### src/rtl/fe_pkg.sv
// Fetch front-end shared defaults and the {pc,insn} buffer entry layout.
package fe_pkg;
    localparam int unsigned FE_PC_WIDTH   = 16;
    localparam int unsigned FE_INSN_WIDTH = 40;
    localparam int unsigned FE_RESET_PC   = 0;

    typedef struct packed {
        logic [FE_PC_WIDTH-1:0]   pc;
        logic [FE_INSN_WIDTH-1:0] insn;
    } fe_entry_t;

    function automatic int unsigned fe_entry_width(input int unsigned pc_w, input int unsigned insn_w);
        return pc_w + insn_w;
    endfunction
endpackage

### src/rtl/fe_sync_fifo.sv
// Synchronous FIFO with flush; the head is presented straight from storage, zero when empty.
module fe_sync_fifo #(
    parameter int unsigned DEPTH = 4,
    parameter int unsigned WIDTH = 8
) (
    input  logic                   clk,
    input  logic                   reset,
    input  logic                   flush,
    input  logic                   push,
    input  logic [WIDTH-1:0]       push_data,
    input  logic                   pop,
    output logic [WIDTH-1:0]       pop_data,
    output logic                   full,
    output logic                   empty,
    output logic [$clog2(DEPTH):0] count
);
    localparam int unsigned AW = $clog2(DEPTH);

    logic [WIDTH-1:0] mem [DEPTH];
    logic [AW-1:0]    wr_ptr;
    logic [AW-1:0]    rd_ptr;
    logic             do_push;
    logic             do_pop;

    assign empty    = (count == '0);
    assign full     = (count == (AW+1)'(DEPTH));
    assign do_pop   = pop && !empty;
    assign do_push  = push && (!full || do_pop);
    assign pop_data = empty ? '0 : mem[rd_ptr];

    always_ff @(posedge clk) begin
        if (reset || flush) begin
            wr_ptr <= '0;
            rd_ptr <= '0;
            count  <= '0;
        end else begin
            if (do_push) wr_ptr <= wr_ptr + 1'b1;
            if (do_pop)  rd_ptr <= rd_ptr + 1'b1;
            count <= count + (AW+1)'(do_push) - (AW+1)'(do_pop);
        end
    end

    always_ff @(posedge clk) begin
        if (do_push && !flush && !reset) mem[wr_ptr] <= push_data;
    end
endmodule

### src/rtl/fetch_unit.sv
// Instruction fetch front end: sequential PC issue, in-order variable-latency responses,
// credit-checked decoupling buffer to decode, redirect flush with in-flight response drop.
module fetch_unit
    import fe_pkg::*;
#(
    parameter int unsigned PC_WIDTH   = FE_PC_WIDTH,
    parameter int unsigned INSN_WIDTH = FE_INSN_WIDTH,
    parameter int unsigned PC_STEP    = 1,
    parameter int unsigned RESET_PC   = FE_RESET_PC,
    parameter int unsigned BUF_DEPTH  = 4,
    parameter int unsigned MAX_OUTST  = 2
) (
    input  logic                  clk,
    input  logic                  reset,
    input  logic                  redirect_valid,
    input  logic [PC_WIDTH-1:0]   redirect_pc,
    output logic                  imem_req_valid,
    input  logic                  imem_req_ready,
    output logic [PC_WIDTH-1:0]   imem_req_addr,
    input  logic                  imem_rsp_valid,
    input  logic [INSN_WIDTH-1:0] imem_rsp_data,
    output logic                  insn_valid,
    input  logic                  insn_ready,
    output logic [INSN_WIDTH-1:0] insn,
    output logic [PC_WIDTH-1:0]   insn_pc
);
    localparam int unsigned CW = $clog2(BUF_DEPTH) + 1;
    localparam int unsigned OW = $clog2(MAX_OUTST) + 1;
    localparam int unsigned SW = CW + OW;
    localparam int unsigned EW = fe_entry_width(PC_WIDTH, INSN_WIDTH);
    localparam logic [PC_WIDTH-1:0] PC_RST = PC_WIDTH'(RESET_PC);
    localparam logic [PC_WIDTH-1:0] PC_INC = PC_WIDTH'(PC_STEP);

    logic                reset_q;
    logic [PC_WIDTH-1:0] fetch_pc;
    logic [PC_WIDTH-1:0] rsp_pc;
    logic [OW-1:0]       outst;
    logic [OW-1:0]       drop;
    logic [OW-1:0]       outst_next;
    logic [CW-1:0]       count;
    logic [SW-1:0]       live;
    logic                accept;
    logic                push;
    logic                pop;
    logic                buf_full;
    logic                buf_empty;
    logic [EW-1:0]       head;

    // Requests still owed data after dropping occupy a buffer slot each.
    assign live           = SW'(count) + SW'(outst) - SW'(drop);
    assign imem_req_valid = !reset_q && !redirect_valid
                            && (outst < OW'(MAX_OUTST)) && (live < SW'(BUF_DEPTH));
    assign imem_req_addr  = fetch_pc;
    assign accept         = imem_req_valid && imem_req_ready;
    assign push           = imem_rsp_valid && (drop == '0) && !redirect_valid;
    assign pop            = insn_valid && insn_ready;
    assign outst_next     = outst + OW'(accept) - OW'(imem_rsp_valid);

    assign insn_valid       = !buf_empty;
    assign {insn_pc, insn}  = head;

    always_ff @(posedge clk) begin
        reset_q <= reset;
        if (reset) begin
            fetch_pc <= PC_RST;
            rsp_pc   <= PC_RST;
            outst    <= '0;
            drop     <= '0;
        end else if (redirect_valid) begin
            fetch_pc <= redirect_pc;
            rsp_pc   <= redirect_pc;
            outst    <= outst_next;
            drop     <= outst_next;
        end else begin
            if (accept) fetch_pc <= fetch_pc + PC_INC;
            if (push)   rsp_pc   <= rsp_pc + PC_INC;
            outst <= outst_next;
            if (imem_rsp_valid && drop != '0) drop <= drop - 1'b1;
        end
    end

    fe_sync_fifo #(
        .DEPTH (BUF_DEPTH),
        .WIDTH (EW)
    ) u_buf (
        .clk       (clk),
        .reset     (reset),
        .flush     (redirect_valid),
        .push      (push),
        .push_data ({rsp_pc, imem_rsp_data}),
        .pop       (pop),
        .pop_data  (head),
        .full      (buf_full),
        .empty     (buf_empty),
        .count     (count)
    );

    rsp_needs_req: assert property (@(posedge clk) disable iff (reset)
        imem_rsp_valid |-> (outst != '0));
    no_push_full: assert property (@(posedge clk) disable iff (reset)
        push |-> (!buf_full || pop));

`ifdef FE_TRACE
    always_ff @(posedge clk) begin
        if (!reset && accept) $display("Fetching pc:%h", fetch_pc);
    end
`endif
endmodule

### config.mk
export PLATFORM = sky130hd
export DESIGN_NAME = fetch_unit
export DESIGN_NICKNAME = d
export VERILOG_FILES = /design/src/rtl/fe_pkg.sv /design/src/rtl/fe_sync_fifo.sv /design/src/rtl/fetch_unit.sv
export SDC_FILE = /design/constraint.sdc
export NUM_CORES = 1
export LEC_CHECK = 0
export CAP_MARGIN = 20
export CORE_MARGIN = 2
export CORE_UTILIZATION = 50
export CTS_CLUSTER_DIAMETER = 60
export DETAILED_ROUTE_END_ITERATION = 7
export MAX_ROUTING_LAYER = met4
export PLACE_DENSITY = 0.8
export SLEW_MARGIN = 20
export SYNTH_ARGS = -nofsm -noshare
export SYNTH_HDL_FRONTEND = slang
export SYNTH_SLANG_ARGS = --single-unit
### constraint.sdc
create_clock -name clk -period 3.8 [get_ports clk]
set_clock_uncertainty 0.05 [all_clocks]
set_input_delay 0.38 -clock clk [delete_from_list [all_inputs] [get_ports clk]]
set_output_delay 0.38 -clock clk [all_outputs]
set_load 0.005 [all_outputs]
==> reports/qor.yml <==
layout:
  syn_to_final_growth_pct: 23.9
  fillCellCount: 1558
  drive_gt1_frac: 0.149
  seq_area_um2: 7650
  multiInputGateArea_um2: 3180
  mostFrequentLayoutCells: "edfxtp_1, clkdlybuf4s50_1, and2_1"
  final_cell_area_um2: 13700
  antenna_cells: 0
  fin_nets: 886
  final_common_cell: "edfxtp_1"
synthesis:
  synth_top_area_frac: 0.610
  synth_cell_type_count: 47
  synth_ff_type: "edfxtp_1"
  synth_edf_count: 224
  syn-num-nets: 745
  yosys.area.top_type: "edfxtp_1"
  avgSynthCellArea_um2: 16.6
  synth_seq_cells: 270
  syn_area_um2: 11000
  seq_area_frac_synth: 0.693
  yosys_warnings: 0
  synthTopCellsByArea: "edfxtp_1, mux4_2, dfxtp_1, and2_1, ha_1"
  synthCells: 666
  synthArstFlopShare: 0
floorplanning:
  die_x_um: 153
  die_area_um2: 23300
  io_pins: 136
  die_y_um: 153
  floorplan.initialDensity: 0.507
  coreArea_um2: 21800
  placementRows: 54
timing:
  rsz0062_at_grt: "false"
  fmax_mhz: 295
  final-max-slew-violation-count: 0
  fin_crit_sh: 0.893
  tns_ns: 0
  period_needed_ns: 3.39
  worst_slew_pin_slew_ns: 0.720
  finalSetupViolations: 0
  hold_viol: 0
  slew_headroom: 0.518
global_route:
  grt_pass1_vias: 6282
  globalRouteOverflowTotal: 0
  grt_max_degree: 59
  track_usage: 0.192
  grt_pass1_wl_um: 34600
  antenna_found_initial: 0
route:
  firstDrtPassIters: 5
  routed.top_layer: "met4"
  vias_per_cell: 5.56
  drcViolationCount: 0
  wl_met2_um: 10300
  wl_per_cell_um: 19.4
  ant_nets: 0
  drtIter0Drc: 371
  wl_met3_um: 1500
  wirelength_um: 21500
  routedLengthMet1_um: 9330
  route.vias.total: 6160
power_and_ir_drop:
  vdd_ir_drop_max_v: 0.000276
  p_leak_nw: 4.52
  power.density_nw_per_um2: 486
run:
  maxCapViolCount: 0
worst_setup_path:
  startpoint_type: "register"
  end_kind: "register"
  critical_path_class: "reg2reg"
  cp_max_fo: 5
  arrival_ns: 3.74
  required_ns: 4.14
placed_design:
  dpl-instance-area_um2: 12800
  dp_hpwl_um: 13000
  finalWeightedCongestion: 0.883
  numPortBuffers: 135
cts:
  ctsRootBufferMaster: "clkbuf_16"
  cts_tree: "done"
  hold_buffers: 0
  cts_made_buffers: 27
  path_clk_slew_ns: 0.06
  htreeDepth: 1
  insertion_delay_ns: 0.53
  clockBufferDepth: 3
  clock-sinks: 270
run_status:
  outcome: "complete, no violations"
worst_hold_path:
  hp-class: "in2reg"
[sequential cells by signal, summed over array words and instances, names as in the netlist, named ones only]
register,count
u_buf.mem,224
imem_req_addr,16
rsp_pc,16
u_buf.count,3
drop,2
outst,2
u_buf.rd_ptr,2
u_buf.wr_ptr,2
reset_q,1
[cells by family (layout without fill, tap and decap cells)]
kind of cell,after synthesis,after routing,synth area share
AOI/OAI and AO/OA,60,60,0.0389
xor gates and xnor gates,23,23,0.0183
adders and majority gates,17,17,0.0206
buffers and inverters,55,217,0.0189
DFF,270,270,0.693
muxes,63,63,0.121
and+or+nand+nor,178,178,0.0892
[path summary, 6_finish.rpt]
check / startpoint / to / slack (ns) / cells past startpoint
min: redirect_pc[1] / rsp_pc[1] / 0.42 / 3
min reg2reg: imem_req_addr[12] / imem_req_addr[12] / 0.46 / 1
max: outst[1] / drop[1] / 0.41 / 16
max reg2reg: outst[1] / drop[1] / 0.41 / 16
[layout make-up]
cell class | count | share of cell area
Sequential cell | 270 | 0.560
Multi-Input combinational cell | 341 | 0.233
Timing Repair Buffer | 147 | 0.111
Clock buffer | 40 | 0.0571
Tap cell | 280 | 0.0256
Clock inverter | 10 | 0.00742
Inverter | 20 | 0.00549
[Yosys cell counts (6+ instances only)]
library cell / number
a211oi_1: 7
a21boi_0: 6
a21oi_1: 10
and2_1: 61
and3_1: 13
buf_1: 6
clkbuf_1: 27
dfxtp_1: 46
edfxtp_1: 224
ha_1: 15
inv_1: 20
mux2i_1: 7
mux4_2: 56
nand2_1: 24
nand3_1: 14
nand4_1: 9
nor2_1: 31
o21ai_0: 6
xnor2_1: 18
[what timing repair did]
action | 4_1_cts | 5_1_grt
setup buffers | 0 | 0
setup endpoints to repair | 1 | 1
pin swaps | 1 | 0
gates resized for setup | 3 | 1
hold endpoints to repair | 0 | 0
[worst max-delay path: stages, from the launching register on]
cell and delay (ns):
dfxtp_2 0.35, inv_1 0.07, fa_2 0.40, inv_1 0.07, ha_1 0.23, or4_1 0.47, or4_4 0.47, a21oi_2 0.16
inv_1 0.05, ha_1 0.26, inv_1 0.05, ha_1 0.14, xor2_1 0.17, xnor2_1 0.13, nor2_1 0.06, nand2_1 0.07
o21ai_0 0.08
[report_power, final]
group	switching [mW]	leakage (nW)	total [mW]	internal, mW
sequential	0.0657	2.41	3.35	3.28
clock	1.03	0.432	2.59	1.55
combinational	0.312	1.67	0.700	0.388
[stage by stage]
step | util | std cells | hold WS [ns] | total power [mW] | setup WS [ns]
after floorplan | - | 666 | 0.358 | 3.74 | 0.135
after global routing | 0.628 | 1108 | 0.424 | 6.90 | 0.232
after global placement | 0.587 | 1058 | 0.442 | 4.09 | 0.245
after detailed placement | 0.587 | 1058 | 0.453 | 4.11 | 0.175
after CTS | 0.628 | 1108 | 0.406 | 6.70 | 0.0107
final | 0.628 | 1108 | 0.421 | 6.63 | 0.405
[routing by layer]
layer,track usage,vias up
li1,-,2867
met1,0.270,3065
met2,0.304,193
met3,0.0310,35
met4,0.0406,0
met5,-,-
(Power assumes the default switching activity.)
==> patch (same flow settings) <==
The parameter `BUF_DEPTH` goes from 4 to 2.
--- a/src/rtl/fetch_unit.sv
+++ b/src/rtl/fetch_unit.sv
@@ -8,5 +8,5 @@
     parameter int unsigned PC_STEP    = 1,
     parameter int unsigned RESET_PC   = FE_RESET_PC,
-    parameter int unsigned BUF_DEPTH  = 4,
+    parameter int unsigned BUF_DEPTH  = 2,
     parameter int unsigned MAX_OUTST  = 2
 ) (
Function: changed (a bounded check fails within 4 cycles, from zero or initial values and one cycle with reset high).
==> patch against the original RTL <==
Sequential cell count is 116 lower. Power is 40% lower. Worst setup slack worse by 0.19 ns. First-iteration DRC count is 15% higher. Critical path type is now register to output pin. Design area is 35% lower. Critical endpoint is now imem_req_valid. Register-to-register slack worse by 0.03 ns. Count of clock-buffer cells in the layout is 22 lower. Area after synthesis is 39% lower. Wire length is 32% lower.
==> patch: results <==
set metrics [dict create \
    track_usage_pct 21.1 \
    status "complete, no violations" \
    cts_resized 0 \
    cp_max_fo 12 \
    cts_setup_buffers 0 \
    wire_per_inst_um 17.0 \
    nets 751 \
    synth-async-reset-ratio_pct 0 \
    synth-seq-area-share_pct 62.0 \
    post_synth_num_cell_types 57 \
    synthTopCellsByCount "112 x edfxtp_1, 80 x nor2_1, 57 x mux2i_1" \
    start_util_pct 51.2 \
    fillers 975 \
    port_buffers 135 \
    dr.pass1.iters 5 \
    antennaDiodeCount 0 \
    grt_pass1_vias 4675 \
    pre_cts_slack_ns 0.395 \
    routed_via_density 5.55 \
    clock_latency_ns 0.41 \
    cp_data_arrival_time_ns 3.16 \
    largest_reg_flops 112 \
    cts-root-buf "clkbuf_16" \
    tightestPinTransition_ns 0.968 \
    grt_pass1_wl_mm 23.3 \
    route.met3.wl_mm 1.08 \
    clockBufferDepth 2 \
    synth-edff-count 112 \
    drive_above_1_share_pct 6.66 \
    wl_met2_mm 6.98 \
    yosys_warnings 0 \
    hpwl_mm 9.72 \
    grt_antenna_before_repair 0 \
    path_clk_slew_ns 0.06 \
    peakVddDrop_uv 261 \
    yosys-top-cells-area "edfxtp_1 50%, dfxtp_1 12%, mux2i_1 8.4%" \
    wl_met1_mm 6.51 \
    gp_congestion 0.874 \
    dr.first_iter.drc_count 427 \
    cts_made_buffers 17 \
    syn-num-nets 623 \
    regMostFlops "u_buf.mem" \
    p_leak_nw 2.95 \
    grt_max_degree 57 \
    worstHoldPathType "register to register" \
    htreeDepth 4 \
    routed.top_layer "met4" \
]
[patch: cell count changes after synthesis, sizes merged, moves of 8 or more]
| cell | unedited run | this run |
|---|---|---|
| nor2 | 31 | 80 |
| xnor2 | 18 | 5 |
| mux2i | 7 | 57 |
| edfxtp | 224 | 112 |
| and2 | 62 | 3 |
| mux4 | 56 | 0 |
| xor2 | 5 | 13 |
[patch: layer usage]
layer  up-vias  track usage [%]
li1       2298                -
met1      2288             28.0
met5         -                -
met4         0             6.98
met3        16             4.95
met2       214             32.4
[patch: layout make-up]
class	instances	share of cell area, %
repair buffers	144	16.0
multi-input cells	340	26.9
flip-flops and latches	154	47.6
well taps	176	2.49
inverters	21	0.891
clock buffers	18	4.85
clock inverters	14	1.22
[patch: metrics by stage]
step                      total power [mW]  instances  hold slack [ns]  cell area, µm²
after detailed placement              2.48        835            0.436            8310
final                                 3.98        867            0.448            8840
after global placement                2.45        835            0.419            8310
after CTS                             4.01        867            0.450            8840
after global routing                  4.13        867            0.476            8840
after floorplan                       2.23        550            0.358            6790
[patch: final timing paths]
check             cells after the start            from               end  slack (ns)
setup / recovery                      7  u_buf.count[1]    imem_req_valid        0.21
hold / removal                        0      rsp_pc[10]  u_buf.mem[1][50]        0.45
setup reg to reg                     13  u_buf.count[1]           drop[1]        0.38
hold reg to reg                       0      rsp_pc[10]  u_buf.mem[1][50]        0.45
[patch: logic make-up after synthesis]
logic type      count (synthesis)  share of synthesized area, %
flops                         154                          62.0
fa+ha+maj                      11                          2.25
compound gates                 72                          8.20
mux                            57                          8.42
buf+inv                        56                          3.25
simple gates                  182                          13.5
xor+xnor                       18                          2.33
[patch: critical path: stages, from the launching register on]
cell,delay (ns)
dfxtp_1,0.46
fa_1,0.51
fa_1,0.55
nor4_4,0.27
o311ai_4,0.15
inv_2,0.08
buf_4,0.19
clkdlybuf4s50_1,0.53
[patch: report_power, final]
| part | leakage, nW | total, mW | internal (mW) | switching (mW) |
|---|---|---|---|---|
| Combinational | 1.33 | 0.510 | 0.262 | 0.248 |
| Sequential | 1.37 | 1.94 | 1.88 | 0.0644 |
| Clock | 0.250 | 1.53 | 0.887 | 0.641 |
